===== src/rtl/fifo_stream_reader_pkg.sv =====
// -----------------------------------------------------------------------------
// fifo_stream_reader_pkg
//
// Shared types and helpers for the FIFO drain-side stream reader.
//
// Contents:
//   occ_t       - skid-buffer occupancy (0..2), 2-bit unsigned
//   SKID_DEPTH  - number of entries in the skid buffer
//   credit_ok() - decides whether one more FIFO read may be launched
// -----------------------------------------------------------------------------
package fifo_stream_reader_pkg;

  localparam int unsigned SKID_DEPTH = 2;

  typedef logic [1:0] occ_t;

  // A read may be launched when the words already committed to the buffer
  // (held + in flight, minus the one leaving this cycle) leave room for one
  // more. Evaluated in 3 bits: pop implies occ >= 1, so the subtraction never
  // wraps, and the sum never exceeds 3.
  function automatic logic credit_ok(input occ_t occ,
                                     input logic inflight,
                                     input logic pop);
    logic [2:0] committed;
    committed = {1'b0, occ} + {2'b00, inflight} - {2'b00, pop};
    return (committed <= 3'd1);
  endfunction

endpackage


===== src/rtl/fifo_stream_reader_if.sv =====
// -----------------------------------------------------------------------------
// fifo_stream_reader_if
//
// Valid/ready stream with packet framing.
//
// Handshake: a beat transfers on a rising clock edge where m_valid and m_ready
// are both high. Once m_valid is raised it stays high, and m_data / m_last
// stay unchanged, until that beat transfers. m_ready may change freely and is
// allowed to depend combinationally on m_valid. m_last is only meaningful
// while m_valid is high.
//
// Signals:
//   m_valid  - stream word valid               (master -> slave)
//   m_data   - stream word, DATA_WIDTH bits    (master -> slave)
//   m_last   - final beat of a packet          (master -> slave)
//   m_ready  - downstream accept               (slave -> master)
// -----------------------------------------------------------------------------
interface fifo_stream_reader_if #(
  parameter int DATA_WIDTH = 8
);

  logic                  m_valid;
  logic [DATA_WIDTH-1:0] m_data;
  logic                  m_last;
  logic                  m_ready;

  modport master (
    output m_valid,
    output m_data,
    output m_last,
    input  m_ready
  );

  modport slave (
    input  m_valid,
    input  m_data,
    input  m_last,
    output m_ready
  );

endinterface


===== src/rtl/fifo_stream_reader_skid_buffer2.sv =====
// -----------------------------------------------------------------------------
// skid_buffer2
//
// Two-entry register buffer used to absorb the FIFO's one-cycle read latency.
// Entries are written at the tail and read from the head; both pointers are a
// single bit and wrap naturally. Contents are never moved, so the head word is
// stable for as long as it is not popped.
//
// Ports:
//   clk        - clock, rising edge
//   rst_n      - asynchronous active-low reset; clears pointers, occupancy and
//                contents
//   push       - write push_data at the tail this cycle
//   push_data  - word to write
//   pop        - retire the head entry this cycle (caller guarantees occ != 0)
//   occ        - number of words held (0..2)
//   head_data  - current head entry
//
// The caller guarantees push is never asserted while the buffer is full
// unless pop is asserted in the same cycle.
// -----------------------------------------------------------------------------
module skid_buffer2
  import fifo_stream_reader_pkg::*;
#(
  parameter int DATA_WIDTH = 8
) (
  input  logic                  clk,
  input  logic                  rst_n,
  input  logic                  push,
  input  logic [DATA_WIDTH-1:0] push_data,
  input  logic                  pop,
  output occ_t                  occ,
  output logic [DATA_WIDTH-1:0] head_data
);

  logic [DATA_WIDTH-1:0] mem [SKID_DEPTH];
  logic                  head;
  logic                  tail;

  always_ff @(posedge clk or negedge rst_n) begin
    if (!rst_n) begin
      mem[0] <= '0;
      mem[1] <= '0;
      head   <= 1'b0;
      tail   <= 1'b0;
      occ    <= 2'd0;
    end else begin
      if (push) begin
        mem[tail] <= push_data;
        tail      <= ~tail;
      end
      if (pop) begin
        head <= ~head;
      end
      // Simultaneous push and pop leaves occupancy unchanged; the new word
      // lands behind the surviving entry, so ordering is preserved.
      case ({push, pop})
        2'b10:   occ <= occ + 2'd1;
        2'b01:   occ <= occ - 2'd1;
        default: occ <= occ;
      endcase
    end
  end

  assign head_data = mem[head];

endmodule


===== src/rtl/fifo_stream_reader.sv =====
// -----------------------------------------------------------------------------
// fifo_stream_reader
//
// Drain side for the synchronous FIFO. Issues FIFO reads, captures the data
// that returns one cycle later into a two-entry skid buffer, and presents the
// words as a valid/ready stream with packet framing. With the FIFO non-empty
// and m_ready held high it delivers one word per clock.
//
// Parameters:
//   DATA_WIDTH - word width; must match the FIFO instance
//   PKT_LEN    - beats per packet (1..255); m_last marks every PKT_LEN-th beat
//
// Ports:
//   clk         - clock, rising edge
//   rst_n       - asynchronous active-low reset
//   fifo_empty  - FIFO empty flag
//   fifo_rdata  - FIFO data_out, valid the cycle after fifo_rd_en
//   fifo_rd_en  - FIFO read enable (combinational, low while in reset)
//   m           - stream master (m_valid, m_data, m_last, m_ready)
// -----------------------------------------------------------------------------
module fifo_stream_reader
  import fifo_stream_reader_pkg::*;
#(
  parameter int DATA_WIDTH = 8,
  parameter int PKT_LEN    = 4
) (
  input  logic                  clk,
  input  logic                  rst_n,
  input  logic                  fifo_empty,
  input  logic [DATA_WIDTH-1:0] fifo_rdata,
  output logic                  fifo_rd_en,
  fifo_stream_reader_if.master  m
);

  localparam int                CNT_W     = $clog2(PKT_LEN + 1);
  localparam logic [CNT_W-1:0]  LAST_BEAT = CNT_W'(PKT_LEN - 1);

  occ_t                  occ;
  logic                  inflight;
  logic                  pop;
  logic [CNT_W-1:0]      beat_cnt;
  logic [DATA_WIDTH-1:0] head_data;

  assign pop = m.m_valid & m.m_ready;

  // Credit check: held words plus the read already in flight, less the word
  // leaving now, must leave room for the word this read will return. This
  // keeps occ + inflight <= 2, so the buffer can never overflow. Gated by
  // rst_n so the FIFO sees no read while this block is held in reset.
  assign fifo_rd_en = rst_n & ~fifo_empty & credit_ok(occ, inflight, pop);

  // A read issued this cycle returns data next cycle; this flag marks that
  // next cycle as a capture cycle.
  always_ff @(posedge clk or negedge rst_n) begin
    if (!rst_n) begin
      inflight <= 1'b0;
    end else begin
      inflight <= fifo_rd_en;
    end
  end

  skid_buffer2 #(
    .DATA_WIDTH (DATA_WIDTH)
  ) u_skid (
    .clk       (clk),
    .rst_n     (rst_n),
    .push      (inflight),
    .push_data (fifo_rdata),
    .pop       (pop),
    .occ       (occ),
    .head_data (head_data)
  );

  // Beat position within the current packet. Only accepted beats advance it,
  // so it survives stalls and FIFO underflow gaps.
  always_ff @(posedge clk or negedge rst_n) begin
    if (!rst_n) begin
      beat_cnt <= '0;
    end else if (pop) begin
      beat_cnt <= (beat_cnt == LAST_BEAT) ? '0 : beat_cnt + 1'b1;
    end
  end

  assign m.m_valid = (occ != 2'd0);
  assign m.m_data  = head_data;
  assign m.m_last  = m.m_valid & (beat_cnt == LAST_BEAT);

endmodule

===== src/flat_wrapper.sv =====
// flat-port wrapper written by rule: the top's interface ports become plain ports
module fifo_stream_reader_flat import fifo_stream_reader_pkg::*;
#(
  parameter int DATA_WIDTH = 8,
  parameter int PKT_LEN    = 4
)
  (clk, rst_n, fifo_empty, fifo_rdata, fifo_rd_en, m_m_valid, m_m_data, m_m_last, m_m_ready);
  fifo_stream_reader_if #(.DATA_WIDTH(DATA_WIDTH)) m_i ();
  input  logic clk;
  input  logic rst_n;
  input  logic fifo_empty;
  input  logic [DATA_WIDTH-1:0] fifo_rdata;
  output logic fifo_rd_en;
  output wire logic [$bits(m_i.m_valid)-1:0] m_m_valid;
  output wire logic [$bits(m_i.m_data)-1:0] m_m_data;
  output wire logic [$bits(m_i.m_last)-1:0] m_m_last;
  input wire logic [$bits(m_i.m_ready)-1:0] m_m_ready;
  assign m_m_valid = m_i.m_valid;
  assign m_m_data = m_i.m_data;
  assign m_m_last = m_i.m_last;
  assign m_i.m_ready = m_m_ready;
  fifo_stream_reader #(.DATA_WIDTH(DATA_WIDTH), .PKT_LEN(PKT_LEN)) u_core (.clk(clk), .rst_n(rst_n), .fifo_empty(fifo_empty), .fifo_rdata(fifo_rdata), .fifo_rd_en(fifo_rd_en), .m(m_i));
endmodule

===== config.mk =====
export PLATFORM = sky130hd
export DESIGN_NAME = fifo_stream_reader_flat
export DESIGN_NICKNAME = d
export VERILOG_FILES = /design/src/rtl/fifo_stream_reader_pkg.sv /design/src/rtl/fifo_stream_reader_if.sv /design/src/rtl/fifo_stream_reader_skid_buffer2.sv /design/src/rtl/fifo_stream_reader.sv /design/src/flat_wrapper.sv
export SDC_FILE = /design/constraint.sdc
export NUM_CORES = 1
export LEC_CHECK = 0
export ABC_AREA = 1
export CORE_UTILIZATION = 50
export DETAILED_ROUTE_END_ITERATION = 10
export GPL_ROUTABILITY_DRIVEN = 0
export HOLD_SLACK_MARGIN = 0.1
export PLACE_DENSITY_LB_ADDON = 0.1
export SYNTH_ARGS = -nofsm -noshare
export SYNTH_HDL_FRONTEND = slang
export SYNTH_SLANG_ARGS = --single-unit

===== constraint.sdc =====
create_clock -name clk -period 2.6 [get_ports clk]
set_input_delay 0.52 -clock clk [delete_from_list [all_inputs] [get_ports clk]]
set_output_delay 0.52 -clock clk [all_outputs]
set_load 0.02 [all_outputs]

### Word-level counts from Yosys, hierarchy flattened

Index checks and enable logic that the tools add are counted.

* register bits: 24
* input bits: 12
* word-level logic and storage cells: 39

* add/subtract/negate cells: 5
* $lt $le $gt $ge: 4
* equality and inequality tests: 3
* mux-type cells: 8
* bitwise gates (word level): 9
* reductions and logical operators: 3

Operator list (count)
* two-way mux 8 bit: 4
* bitwise mux 16 bit: 1
* demux 8 bit (select 1 bit): 1
* AND 1 bit: 4
* >= comparator 2 bit (second input constant): 2
* NOT 1 -> 2 bit: 2
* one-hot mux 2 bit (2 select lines): 1
* nonzero test 2 bit: 2
* adder 2 x 1 -> 3 bit: 1
* adder 3 x 1 -> 3 bit (second input constant): 1
* equality test 3 x 2 -> 1 bit (second input constant): 1
* less-or-equal comparator 3 x 1 -> 1 bit (second input constant): 1
* two-way mux 3 bit: 1
* NOT 1 bit: 3
* subtractor 3 x 1 -> 3 bit: 1
* adder 2 x 1 -> 2 bit (second input constant): 1
* equality test 2 x 1 -> 1 bit (second input constant): 1
* equality test 2 bit (second input constant): 1
* < comparator 2 x 1 -> 1 bit (second input constant): 1
* subtractor 2 x 1 -> 2 bit (second input constant): 1
* logical AND 1 bit: 1

### Depth between registers and ports, before layout

Gate-level depths: netlist of the first run.

* depth in word-level cells: 6
* depth in mapped cells: 10

### Modules after synthesis

A second synthesis of the first run with hierarchy kept.

* cell total of the unflattened synthesis: 142
* area total of the unflattened synthesis: 1216.2 um^2

By module, submodules not included
* skid_buffer2: times used 1, cells an instance 107, area an instance 939.7 um^2
* fifo_stream_reader: times used 1, cells an instance 35, area an instance 276.5 um^2

### Least setup slack after synthesis of the first run

OpenSTA, ideal clock, no wires.

* kind: reg2out
* start point: register u_core.u_skid.occ[1]
* end point: output fifo_rd_en
* data arrival time: 2187 ps
* data required time: 2080 ps
* slack: -107 ps
* stages on the path, launching flop included: 11
* path buffers: 0
* path through: dfrtp_1 > inv_1 > nand2_2 > nand2_1 > nand2_1 > nand2_1 > ha_1 > inv_1 > fa_1 > nand2_1 > nor3_1

* word-level cells in the longest chain between the ends: 5
* elaborated cells on any way between the ends: 6
* classes of those cells: add/sub (2); order compare (1); bitwise (2); reduce/logical (1)

Ends and longest elaborated chain
* start: declaration: RTL line fifo_stream_reader_skid_buffer2.sv:32 `output occ_t occ,`
* start signal: assignment: RTL line fifo_stream_reader_skid_buffer2.sv:58 `2'b10: occ <= occ + 2'd1;`
* start signal: assignment: RTL line fifo_stream_reader_skid_buffer2.sv:59 `2'b01: occ <= occ - 2'd1;`
* nonzero test 2 bit: RTL line fifo_stream_reader.sv:84 `assign m.m_valid = (occ != 2'd0);`
* via m_m_valid: RTL line flat_wrapper.sv:14 `output wire logic [$bits(m_i.m_valid)-1:0] m_m_valid;`
* AND 1 bit: RTL line fifo_stream_reader.sv:44 `assign pop = m.m_valid & m.m_ready;`
* subtractor 3 x 1 -> 3 bit: RTL line fifo_stream_reader_pkg.sv:25 `committed = {1'b0, occ} + {2'b00, inflight} - {2'b00, pop};`
* less-or-equal comparator 3 x 1 -> 1 bit: RTL line fifo_stream_reader_pkg.sv:26 `return (committed <= 3'd1);`
* AND 1 bit: RTL line fifo_stream_reader.sv:50 `assign fifo_rd_en = rst_n & ~fifo_empty & credit_ok(occ, inflight, pop);`
* end: declaration: RTL line flat_wrapper.sv:13 `output logic fifo_rd_en;`

The timed path passes the listed nets, and every way through them passes these cells.

### Worst setup path in the final report of the first run

* start point: register u_core.u_skid.occ[1]
* end point: output fifo_rd_en

* word-level cells in the longest chain between the ends: 5
* elaborated cells on any way between the ends: 6
* classes of those cells: add/sub (2); order compare (1); bitwise (2); reduce/logical (1)

Ends and longest elaborated chain (RTL line)
* branches (longest 2 deep; another with adder 2 x 1 -> 3 bit)
* subtractor 3 x 1 -> 3 bit (*): fifo_stream_reader_pkg.sv:25
* less-or-equal comparator 3 x 1 -> 1 bit (*): fifo_stream_reader_pkg.sv:26
* AND 1 bit (*): fifo_stream_reader.sv:50

Mark *: on every way between the ends.

==> results.txt, run 1 <==
* Number of pins exceeding their max-slew limit in the final report: 0
- The final reports fail on negative setup slack.
- After detailed routing, the total wire length is 2190 microns.
* Relative contribution of sequential cells to total power: 34.3%
- Tmin final: ~2.6 ns
* Number of rows in the core area: 17
- Peak supply drop: a little under 0.7 mV
- Max cap viols: 0
- Cell area reported after detailed placement: between 0.001 and 0.0015 sq mm
- Relative contribution of the clock network to total power: around 8%
- CTS built an H-tree with a depth of 1.
- For this design, the sink count on the clock tree is 24.
* Data arrival time of the worst path: 2.13 ns
- From synthesis to final layout, the design area changed by 28.5%.
- After clock tree synthesis, the clock-pin slew on the worst setup and hold paths is 0.12 ns.
- 0 antenna diodes ended up in the layout.
* EDFF count, synth: 0
- Number of antenna violations at the first check in global routing: 0
* Total I/O pin count: 23
- The root buffer cell chosen for the clock tree is clkbuf_4.
- Number of synthesized register bits: 24
- Number of DRC markers after the initial detailed-route iteration: 29
- Reg2reg setup slack: slightly below 0.9 ns
* Hold path start: u_core.u_skid.mem[9]
- After the last flow step, the layout net total stands at 189.
* Post-route core utilization: 68.2%
* Sort of element at the start of the critical path: register
* Sequential-to-total area share from yosys stat: 51.2%
- The analysis attributes to net switching a power of 0.801 mW.
- The commonest cells after synthesis are nand2_1 (58), dfrtp_1 (24), inv_1 (14).
- Setup Crit Path Kind: register to primary output
* Clock tree from TritonCTS: done
* Leak pwr: 0.785 nW
- For this run, the number of Yosys warnings is 0.
* Max-Slew Margin vs Limit: 51.2%
- After detailed routing, the number of remaining DRC violations is 0.
* DR pass1 iterations: 4
- Data required time of the worst path: 2.08 ns
- Storage element area: about 600 sq um
* Total track usage: a little over a fifth
- Chip Width: ~50 microns
- The number of global-route vias before repair came to between 900 and 1,000.
* Post-Syn Instances: ~140
* Number of buffers on the longest clock path: 2
* Nature of the critical path endpoint: primary output
* Area fraction of the dominant cell type after synthesis: 51.2%
* Final cycle utilization of the critical path: 102%
* Maximum number of pins on one net before global-route repair: 25
- Most frequently used flop master after synthesis: dfrtp_1
* Total count of hold-check failures in the final report: 0
- Averaged over all synthesized cells, the footprint is 8.44 sq um.
- Min-Delay Path Class: register to register
* Synthesized Nets: 154
* Area occupied by multi-input gates: roughly 480 sq um
- First-pass GRT wire length: 3950 microns
- Async set-or-reset flop fraction in the synthesized netlist: 100%
- Area of the core region: 0.00221 sq mm
* Combinational power share: approximately 58%
* Overflow left after global routing: 0
* Worst-margin pin slew: 0.732 ns
- Distinct cells, synth: 21
- In this run, CTS created clock tree buffers numbering 3.
- Fill cell instance count of the final layout: roughly 210
- Pwr dens: 1280 mW/mm^2
* Drt wl/cell: approximately 11 microns
* Count of cells along the worst register-to-register path: 10
* Post-route ant nets: 0
- Worst setup skew after layout: 0.00556 ns
- Worst setup slack after layout: -0.0470 ns
- For this block, the via count after detailed routing is 942.
- Post-Syn Area: 0.00117 sq mm
- The clock reaches the later pin of the worst-skew pair after 0.31 ns.
- In this run the critical register-to-register path is launched from u_core.u_skid.occ[1].
- Final setup violating endpoints: 1
* Design internal power: approximately 1.1 mW
- Of the cells placed in the final design, the portion with a size suffix greater than 1 is 18.0%.
- During placement, the flow inserted port buffers numbering 22.
- By instance count, the leading cell after synthesis is nand2_1.
* Critical path fanouts, max: 4
- In this run the vertical extent of the chip is 50.5 microns.
- Along the worst hold path, the cell count comes to 2.
- Post-DP HPWL: 1570 microns
- After detailed routing, the number of vias per cell comes to 4.71.
- RSZ-0062 raised after global routing: yes
- Based on the critical path, the design can be clocked at up to between 300 and 400 MHz.
* Share of total power consumed by net switching: approximately 42%
* Die area: between 0.002 and 0.003 sq mm
- In this run the critical register-to-register path is captured at u_core.inflight.
- Terminating pin of the worst hold path: u_core.u_skid.mem[9]
* Ranking of synthesized cells by area: dfrtp_1 (51%), nand2_1 (19%), o21ai_2 (6.0%)
- The run finished, with violations left.
- Cell taking the most area after synthesis: dfrtp_1
* Initial standard-cell utilization of the core: between 50% and 60%
* Final cell area excluding filler cells: 0.00151 sq mm
through the flow:
step                hold WS [ns]  std cells  setup slack, ns  TNS [ns]  power, mW
finish                     0.498        200          -0.0470   -0.0470       1.93
global route               0.532        200           -0.210    -0.210       2.11
CTS                        0.499        200          -0.0664   -0.0664       1.95
detailed placement         0.469        195           -0.682    -0.682       1.76
global placement           0.464        195           -0.646    -0.646       1.72
floorplan                  0.224        139           0.0694         0       1.34
layout make-up:
class                   count  share of cell area (%)
flip-flops and latches     24                    39.8
multi-input cells          95                    32.0
repair buffers             34                    20.3
inverters                  16                    3.98
well taps                  28                    2.32
clock buffers               3                    1.49
layout by cell type, fill, tap and decap left out:
cell type	Yosys	layout
a21oi_1	1	1
buf_4	0	13
clkbuf_4	0	3
clkdlybuf4s50_1	0	20
clkinv_1	1	1
dfrtp_1	24	24
dlygate4sd2_1	0	1
fa_1	1	1
ha_1	2	2
inv_1	14	13
inv_2	1	2
nand2_1	58	56
nand2_2	2	4
nand3_1	5	5
nor2_1	3	3
nor3_2	0	1
o211ai_1	1	1
o21ai_0	10	10
o21ai_2	8	8
or2_1	1	1
xor2_1	2	2
sequential cells by signal, indices dropped and copies added (netlist names):
register	count
u_core.inflight	1
u_core.beat_cnt	3
u_core.u_skid.mem	16
u_core.u_skid.tail	1
u_core.u_skid.occ	2
u_core.u_skid.head	1
power groups by stage:
stage          combinational [mW]  clock (mW)  sequential (mW)
3_5_place_dp                 1.09           0            0.667
4_1_cts                      1.12       0.166            0.662
2_1_floorplan               0.686           0            0.657
3_3_place_gp                 1.06           0            0.658
5_1_grt                      1.25       0.179            0.683
6_report                     1.11       0.155            0.661
logic make-up after synthesis:
| logic type | count (synthesis) | share of synthesized area (%) |
|---|---|---|
| and+or+nand+nor | 70 | 23.7 |
| DFF | 24 | 51.2 |
| AOI/OAI and AO/OA | 20 | 11.3 |
| buffers and inverters | 20 | 8.53 |
| adders and majority gates | 3 | 3.84 |
| xor gates and xnor gates | 2 | 1.49 |
worst max-delay path by stage:
stage | to | slack [ns] | start
floorplan | fifo_rd_en | 0.07 | u_core.u_skid.occ[1]
global placement | fifo_rd_en | -0.65 | m_m_ready
detailed placement | fifo_rd_en | -0.68 | m_m_ready
CTS | fifo_rd_en | -0.07 | u_core.u_skid.occ[1]
global route | fifo_rd_en | -0.21 | u_core.u_skid.occ[1]
finish | fifo_rd_en | -0.05 | u_core.u_skid.occ[1]
worst max-delay path: stages, from the launching register on:
cell and delay, ns:
dfrtp_1 0.40, inv_1 0.08, nand2_2 0.07, nand2_2 0.08, nand2_2 0.06, nand2_1 0.06, ha_1 0.14, inv_1 0.05
fa_1 0.47, nand2_1 0.06, nor3_2 0.18, buf_4 0.17
what timing repair did:
action / CTS / global route
hold buffers: 0 / 0
endpoints found under the setup margin: 1 / 1
pin swaps: 2 / 1
buffers inserted: 2 / 0
resized for setup: 9 / 0
layer usage:
metal	part of all wire [%]	routed length (microns)	track usage [%]
met5	0	0	0
met4	1.6	34	10.2
met3	3.1	67	2.73
met2	47	1030	34.9
met1	48	1050	27.3
(Power assumes the default switching activity.)
==> inputs of run 2 (changes only) <==
--- a/config.mk
+++ b/config.mk
@@ -6,6 +6,7 @@
 export NUM_CORES = 1
 export LEC_CHECK = 0
 export ABC_AREA = 1
+export CAP_MARGIN = 30
 export CORE_UTILIZATION = 50
 export DETAILED_ROUTE_END_ITERATION = 10
 export GPL_ROUTABILITY_DRIVEN = 0
==> results of run 2 <==
No change in the layout: final DEF, timing and power equal those of run 1.
